===== src/rtl/mux_tuple_pipe_pkg.sv =====
// Shared constants and helpers for the tuple mux pipeline.
// Payload layout: {flag, data}. Data sits at the low bits and the flag directly above it.
package mux_tuple_pipe_pkg;

    // Low bit of the data field inside a packed tuple.
    localparam int unsigned DataLsb = 0;

    // Width of one {flag, data} tuple.
    function automatic int unsigned tuple_width(input int unsigned w);
        return 1 + w;
    endfunction

    // Bit position of the flag inside a packed tuple.
    function automatic int unsigned flag_pos(input int unsigned w);
        return w;
    endfunction

    // Low bit of channel k's data field within the flattened per-channel data bus.
    function automatic int unsigned data_lsb(input int unsigned k, input int unsigned w);
        return k * w;
    endfunction

endpackage


===== src/rtl/mux_tuple_skid.sv =====
// Two-entry skid buffer: a main register that drives the output and a skid register that
// catches one beat when the consumer stalls. Input ready is registered (not skid full), so
// upstream never sees a combinational path from out_ready_i.
module mux_tuple_skid #(
    parameter int unsigned DW = 3
) (
    input  logic          CLK,
    input  logic          ASYNCRESETN,
    input  logic          in_valid_i,
    output logic          in_ready_o,
    input  logic [DW-1:0] in_data_i,
    output logic          out_valid_o,
    input  logic          out_ready_i,
    output logic [DW-1:0] out_data_o
);

    logic          main_valid_q, main_valid_d;
    logic [DW-1:0] main_data_q, main_data_d;
    logic          skid_valid_q, skid_valid_d;
    logic [DW-1:0] skid_data_q, skid_data_d;
    logic          accept;
    logic          drain;

    assign in_ready_o  = !skid_valid_q;
    assign out_valid_o = main_valid_q;
    assign out_data_o  = main_data_q;

    // Next-state for both entries; data registers only load, so outputs hold while idle.
    always_comb begin
        main_valid_d = main_valid_q;
        main_data_d  = main_data_q;
        skid_valid_d = skid_valid_q;
        skid_data_d  = skid_data_q;
        accept       = in_valid_i && !skid_valid_q;
        drain        = main_valid_q && out_ready_i;

        if (drain) begin
            if (skid_valid_q) begin
                // Skid full means no accept this cycle; promote the waiting beat.
                main_data_d  = skid_data_q;
                skid_valid_d = 1'b0;
            end else if (accept) begin
                main_data_d = in_data_i;
            end else begin
                main_valid_d = 1'b0;
            end
        end else if (accept) begin
            if (main_valid_q) begin
                skid_valid_d = 1'b1;
                skid_data_d  = in_data_i;
            end else begin
                main_valid_d = 1'b1;
                main_data_d  = in_data_i;
            end
        end
    end

    // State registers; reset discards both entries.
    always_ff @(posedge CLK or negedge ASYNCRESETN) begin
        if (!ASYNCRESETN) begin
            main_valid_q <= 1'b0;
            main_data_q  <= '0;
            skid_valid_q <= 1'b0;
            skid_data_q  <= '0;
        end else begin
            main_valid_q <= main_valid_d;
            main_data_q  <= main_data_d;
            skid_valid_q <= skid_valid_d;
            skid_data_q  <= skid_data_d;
        end
    end

endmodule


===== src/rtl/mux_tuple_pipe.sv =====
// N-way mux of {flag, data} tuples with per-channel valid/ready feeding a 2-entry skid output.
// Optional packet lock: define MUX_TUPLE_PIPE_PKT_LOCK_EN to treat the flag as "last" and hold
// the selected channel from the first accepted beat of a packet until its last beat.
module mux_tuple_pipe
    import mux_tuple_pipe_pkg::*;
#(
    parameter  int unsigned N  = 4,
    parameter  int unsigned W  = 2,
    localparam int unsigned SW = $clog2(N)
) (
    input  logic           CLK,
    input  logic           ASYNCRESETN,
    input  logic [SW-1:0]  S,
    input  logic [N-1:0]   I_valid,
    output logic [N-1:0]   I_ready,
    input  logic [N-1:0]   I__0,
    input  logic [N*W-1:0] I__1,
    output logic           O_valid,
    input  logic           O_ready,
    output logic           O__0,
    output logic [W-1:0]   O__1
);

    localparam int unsigned TW      = tuple_width(W);
    localparam int unsigned FlagPos = flag_pos(W);

    logic [SW-1:0] sel_eff;
    logic [N-1:0]  sel_hit;
    logic [TW-1:0] in_payload;
    logic [TW-1:0] out_payload;
    logic          in_valid;
    logic          skid_in_ready;

`ifdef MUX_TUPLE_PIPE_PKT_LOCK_EN
    logic          locked_q, locked_d;
    logic [SW-1:0] lock_sel_q, lock_sel_d;
    logic          accept;

    assign accept  = in_valid && skid_in_ready;
    assign sel_eff = locked_q ? lock_sel_q : S;

    // Lock on a non-last beat while unlocked; unlock when the last beat is accepted.
    always_comb begin
        locked_d   = locked_q;
        lock_sel_d = lock_sel_q;
        if (accept) begin
            if (locked_q) begin
                if (in_payload[FlagPos]) begin
                    locked_d = 1'b0;
                end
            end else if (!in_payload[FlagPos]) begin
                locked_d   = 1'b1;
                lock_sel_d = S;
            end
        end
    end

    // Lock state register.
    always_ff @(posedge CLK or negedge ASYNCRESETN) begin
        if (!ASYNCRESETN) begin
            locked_q   <= 1'b0;
            lock_sel_q <= '0;
        end else begin
            locked_q   <= locked_d;
            lock_sel_q <= lock_sel_d;
        end
    end
`else
    assign sel_eff = S;
`endif

    // One-hot channel decode and payload mux; an out-of-range select hits nothing.
    always_comb begin
        sel_hit    = '0;
        in_payload = '0;
        for (int k = 0; k < N; k++) begin
            if ({1'b0, sel_eff} == (SW+1)'(k)) begin
                sel_hit[k]                = 1'b1;
                in_payload[FlagPos]       = I__0[k];
                in_payload[DataLsb +: W]  = I__1[data_lsb(k, W) +: W];
            end
        end
    end

    assign in_valid = |(I_valid & sel_hit);
    // Ready is forced low while reset is asserted, independent of the skid state.
    assign I_ready  = sel_hit & {N{skid_in_ready & ASYNCRESETN}};

    mux_tuple_skid #(
        .DW (TW)
    ) u_skid (
        .CLK         (CLK),
        .ASYNCRESETN (ASYNCRESETN),
        .in_valid_i  (in_valid),
        .in_ready_o  (skid_in_ready),
        .in_data_i   (in_payload),
        .out_valid_o (O_valid),
        .out_ready_i (O_ready),
        .out_data_o  (out_payload)
    );

    assign O__0 = out_payload[FlagPos];
    assign O__1 = out_payload[DataLsb +: W];

endmodule


===== config.mk =====
export PLATFORM = sky130hd
export DESIGN_NAME = mux_tuple_pipe
export DESIGN_NICKNAME = d
export VERILOG_FILES = /design/src/rtl/mux_tuple_pipe_pkg.sv /design/src/rtl/mux_tuple_skid.sv /design/src/rtl/mux_tuple_pipe.sv
export SDC_FILE = /design/constraint.sdc
export NUM_CORES = 1
export LEC_CHECK = 0
export CORE_AREA = 4 4 45 47
export CTS_BUF_LIST = sky130_fd_sc_hd__clkbuf_8
export DETAILED_ROUTE_END_ITERATION = 10
export DIE_AREA = 0 0 49 51
export GPL_ROUTABILITY_DRIVEN = 0
export PLACE_DENSITY = 0.81
export SLEW_MARGIN = 30
export SYNTH_ARGS = -nofsm -noshare
export SYNTH_HDL_FRONTEND = slang
export SYNTH_SLANG_ARGS = --single-unit
export TNS_END_PERCENT = 10

===== constraint.sdc =====
create_clock -name CLK -period 1.2 [get_ports CLK]
set_input_delay 0.18 -clock CLK [delete_from_list [all_inputs] [get_ports CLK]]
set_output_delay 0.18 -clock CLK [all_outputs]
set_load 0.005 [all_outputs]

# Word-level counts from Yosys, hierarchy flattened
# Index checks and enable logic that the tools add are counted.
# classes
n_eq_ne,6
muxes,20
bitwise,4
reduce_logical,12
# ops
operator,n
two-way mux 3 bit,9
two-way mux 1 bit,11
AND reduction 3 bit,3
AND 4 bit,2
inequality test 2 bit (second input constant),3
nonzero test 2 bit,3
== test 2 bit (second input constant),2
OR reduction 4 bit,1
== test 2 x 1 -> 1 bit (second input constant),1
logical AND 1 bit,2
zero test 2 bit,1
AND reduction 2 bit,1
AND 1 bit,1
zero test 1 bit,1
NOT 1 bit,1
# word_totals
ff_bits,8
in_bits,21
output_inout_bits,8
elab_cells,46

# Longest topological paths before layout
# logic_depth
ltp_word,8
mapped_depth,4
depth_no_buf,3

# Cells and area by module
# From an unflattened synthesis, not the netlist that was laid out.
# hier_totals
hier_cells,50
hier_area_um2,574.3
# by_module_without_submodules
module,instances,cells_per_inst,area_each_um2,seq_area_each_um2
mux_tuple_skid,1,41,427.9,200.2
mux_tuple_pipe,1,9,146.4,0.0

# Worst setup path before layout
# OpenSTA, ideal clock, no wires.
# synth_path
kind,input -> register
from,in S[0]
to,reg u_skid.main_data_q[0] (netlist: u_skid.out_data_o[0])
setup_ns,0.125
arrival_ns,1.363
t_required_ns,1.075
setup_slack_ns,-0.288
path_stages,4
path_buffers,1
cell_sequence,buf_6 mux4_2 o22a_4 mux2_4
# synth_between
elab_chain_cells,8
elab_cells_between_ends,23
classes_between,eq/ne (3); mux (13); bitwise (1); reduce/logical (6)
# synth_rtl
element,line,rtl
from (decl),mux_tuple_pipe.sv:13,"input logic [SW-1:0] S,"
zero test 2 bit,mux_tuple_pipe.sv:77,"if ({1'b0, sel_eff} == (SW+1)'(k)) begin"
two-way mux 3 bit (4 in series),mux_tuple_pipe.sv:77,
"two-way mux 3 bit, on equally long branches","mux_tuple_skid.sv:48, mux_tuple_skid.sv:42",
"two-way mux 3 bit, on equally long branches","mux_tuple_skid.sv:47, mux_tuple_skid.sv:38",
two-way mux 3 bit,mux_tuple_skid.sv:37,if (drain) begin
to (signal assigned),mux_tuple_skid.sv:67,main_data_q <= main_data_d;
to (decl),mux_tuple_skid.sv:18,"logic [DW-1:0] main_data_q, main_data_d;"
# Parallel ways exist; a longest one is shown, timed or not. The select of a mux whose other input is x is not followed.
# A chain may end at the register's enable or synchronous reset.

# Worst setup path in the final report
# layout_path
from,reg u_skid.skid_valid_q
to,reg u_skid.main_data_q[1] (netlist: u_skid.out_data_o[1])
# layout_between
elab_chain_cells,4
elab_cells_between_ends,7
classes_between,mux (2); reduce/logical (5)
# layout_rtl
element,line,rtl
from (decl),mux_tuple_skid.sv:19,"logic skid_valid_q, skid_valid_d;"
from (signal assigned),mux_tuple_skid.sv:68,skid_valid_q <= skid_valid_d;
zero test 1 bit,mux_tuple_skid.sv:34,accept = in_valid_i && !skid_valid_q;
logical AND 1 bit,mux_tuple_skid.sv:34,
nonzero test 2 bit (no source line),-,
AND reduction 3 bit (no source line),-,
# Parallel ways exist; a longest one is shown, timed or not.

==> run metrics <==
first-pass GRT wire length 2.24 mm; post-synth top area share 37.2%; crit-path max FO 8; Setup violations, final 10; Critical Setup Path Class reg2reg; critical path arrival 1.46 ns; post-synthesis xor/xnor area fraction 0%; clock slew at reported path FFs ~0.04 ns; largest family of logic cells by synthesized area multiplexers; crit path capture type register; CTS tree done; Comb power frac around 53%; 1st-pass router iterations 3; Setup WS post-layout -0.148 ns; Pleak between 0.4 and 0.5 nW; Critical Path RT between 1 and 1.5 ns; Rel. slew slack a little under nine tenths; Pins Over Slew Limit 0; layout cells sized above 1 53.1%; post-synthesis mux area share 39.8%; Post-DP HPWL ~1000 um; Worst Max-Slew Pin Slew around 0.22 ns; sequential power share 29.1%; Core ar. ~1700 sq um; RSZ-0062 raised after global routing true; Syn. warnings 0; slowest stage cell, crit path dfrtp_2; Max clock buf depth 2; crit-path cells buf_6 > nand3_4 > mux2_4 > mux2_4; H-tree Lvls 1; max-cap check violation count 0; DR WL/cell 13.8 um; #FFs+latches synth 8; Die Y approximately 50 um; area grow syn2layout 79.8%; initial cell density of the core around a third; Hold WC Path Type in2async; Final ANT Viol Nets 0; ant diodes 0; crit path buf inv count 1; chip width just under 50 um; clk_lat worst skew 0.23 ns; sequential element share of the synthesized area a little under two fifths; count leader, synth dfrtp_1; cts hold-fix bufs 0; Final Hold Fails 0; most frequent CP cell mux2_4; Storage cell area 201 sq um; Synth async-reset ratio between 90% and 100%; Tot Pwr 1.79 mW; Final Cycle Share 112%; clk sinks 8; syn avg cell area ~14 sq um; Syn Nets 60; grt ovf 0; area leader, netlist dfrtp_1; initial antenna violation count 0; clock root buffer master clkbuf_8; sw frac between 20% and 30%; Synth Area in Simple Gates between 10% and 20%; area taken by multi-input logic gates 349 sq um; status finished with violations; Period minus WS final around 1.3 ns; top post-synthesis cells by area dfrtp_1, mux4_1, mux2_2, mux2_4, mux4_2; utilization after layout 58.6%; largest net degree at the start of global routing 9; vias per cell 5.13; Largest delay share family, worst path multiplexers; IO buf count 28; die area between 2000 and 2500 sq um; synthesized area 538 sq um; worst IR drop on VDD 0.716 mV; NetSw roughly 540 uW; Netlist cell types 18; EDFF count, synth 0; CTS buffer count 3; Worst setup SP type register; total track usage 12.4%; clk_skew 0.00146 ns; Site Rows 15; vias in the first global route ~550; clock power share roughly 18%; Fillers 167; Final nets about 100; routed vias 503; cell area power density 1850 nW/um^2; Residual DRC 0; Pint between 1 and 1.5 mW; total wire length between 1 and 1.5 mm; CP peak stage delay between 0.4 and 0.5 ns; failing checks setup timing; post-synthesis adder-cell area fraction 0%; DRT iter0 DRCs 3; Max Freq roughly 740 MHz; # IOs 29; predominant post-synthesis flop cell dfrtp_1; cells after synthesis 39; compound-gate portion of the synthesized area under 10%; Post-synth top cells dfrtp_1, mux2_2, mux2_4, mux4_1, nor2_1
[metal layers]
layer  up-vias  share of wire (%)  GRT usage (%)
met3         5                 12           5.54
met2        30                 48           21.3
met4         0                2.4           8.07
met1       233                 37           11.9
li1        235                  -              -
met5         -                  0              0
[logic make-up after synthesis]
logic type,count (synthesis)
DFF,8
AOI/OAI and AO/OA,4
and+or+nand+nor,10
muxes,13
buffers and inverters,4
[path summary, 6_finish.rpt]
check,slack (ns),startpoint,to,cells past startpoint
max,-0.15,u_skid.skid_valid_q$_DFFE_PN0P_,u_skid.out_data_o[1]$_DFFE_PN0P_,4
min,0.12,ASYNCRESETN,u_skid.skid_valid_q$_DFFE_PN0P_,3
max reg2reg,-0.15,u_skid.skid_valid_q$_DFFE_PN0P_,u_skid.out_data_o[1]$_DFFE_PN0P_,4
min reg2reg,0.51,u_skid.out_data_o[2]$_DFFE_PN0P_,u_skid.out_data_o[2]$_DFFE_PN0P_,1
max in group asynchronous,0.94,ASYNCRESETN,u_skid.skid_valid_q$_DFFE_PN0P_,3
min in group CLK,0.46,S[0],u_skid.skid_data_q[0]$_DFFE_PN0P_,3
[worst min-delay path: cells and delay by family]
kind	cells	cell delay (ns)
buffers and inverters	3	0.51
[state kept, by name, summed over array words and instances, names as in the netlist]
name	flops
u_skid.skid_data_q	3
u_skid.out_valid_o	1
u_skid.skid_valid_q	1
u_skid.out_data_o	3
[layout make-up]
class,instances,area share [%]
inverters,2,0.776
repair buffers,41,35.8
well taps,17,2.20
flip-flops and latches,8,20.8
multi-input cells,27,36.1
clock buffers,3,4.27
[cell usage in the layout, fill, tap and decap left out]
| cell type | count |
|---|---|
| clkdlybuf4s50_1 | 1 |
| mux4_2 | 4 |
| inv_1 | 2 |
| nand3_2 | 1 |
| and2_4 | 1 |
| and4bb_2 | 1 |
| buf_2 | 4 |
| and4b_1 | 1 |
| nor4bb_1 | 1 |
| dfrtp_1 | 7 |
| dfrtp_2 | 1 |
| nor2_1 | 2 |
| clkbuf_8 | 3 |
| o22a_4 | 1 |
| nor2_4 | 1 |
| nand3_4 | 1 |
| buf_4 | 11 |
| clkdlybuf4s15_1 | 4 |
| mux2_2 | 3 |
| dlygate4sd2_1 | 17 |
| a21oi_1 | 1 |
| nor4b_2 | 1 |
| mux2_4 | 6 |
| o21ai_0 | 2 |
| buf_6 | 4 |
[power by group through the flow]
stage / registers [mW] / logic, mW / clock network (mW)
6_report: 0.523 / 0.949 / 0.322
2_1_floorplan: 0.489 / 0.421 / 0
5_1_grt: 0.551 / 1.02 / 0.346
3_3_place_gp: 0.511 / 0.752 / 0
4_1_cts: 0.521 / 0.898 / 0.324
3_5_place_dp: 0.519 / 0.775 / 0
[per-stage QoR]
stage | instances | hold WS [ns] | TNS, ns | area, sq um | worst slack [ns]
floorplan | 39 | -0.116 | -1.55 | 538 | -0.288
detailed placement | 91 | 0.493 | -8.91 | 892 | -0.853
global placement | 91 | 0.483 | -8.82 | 892 | -0.841
global route | 98 | 0.157 | -1.51 | 967 | -0.190
finish | 98 | 0.123 | -0.841 | 967 | -0.148
CTS | 98 | 0.123 | -0.793 | 955 | -0.138
[what timing repair did]
item	4_1_cts	5_1_grt
gates cloned	0	0
setup endpoints to repair	16	11
gates resized for setup	65	3
pin swaps	4	1
setup buffers	4	0
Note: power is estimated with default switching activity, not from simulation.
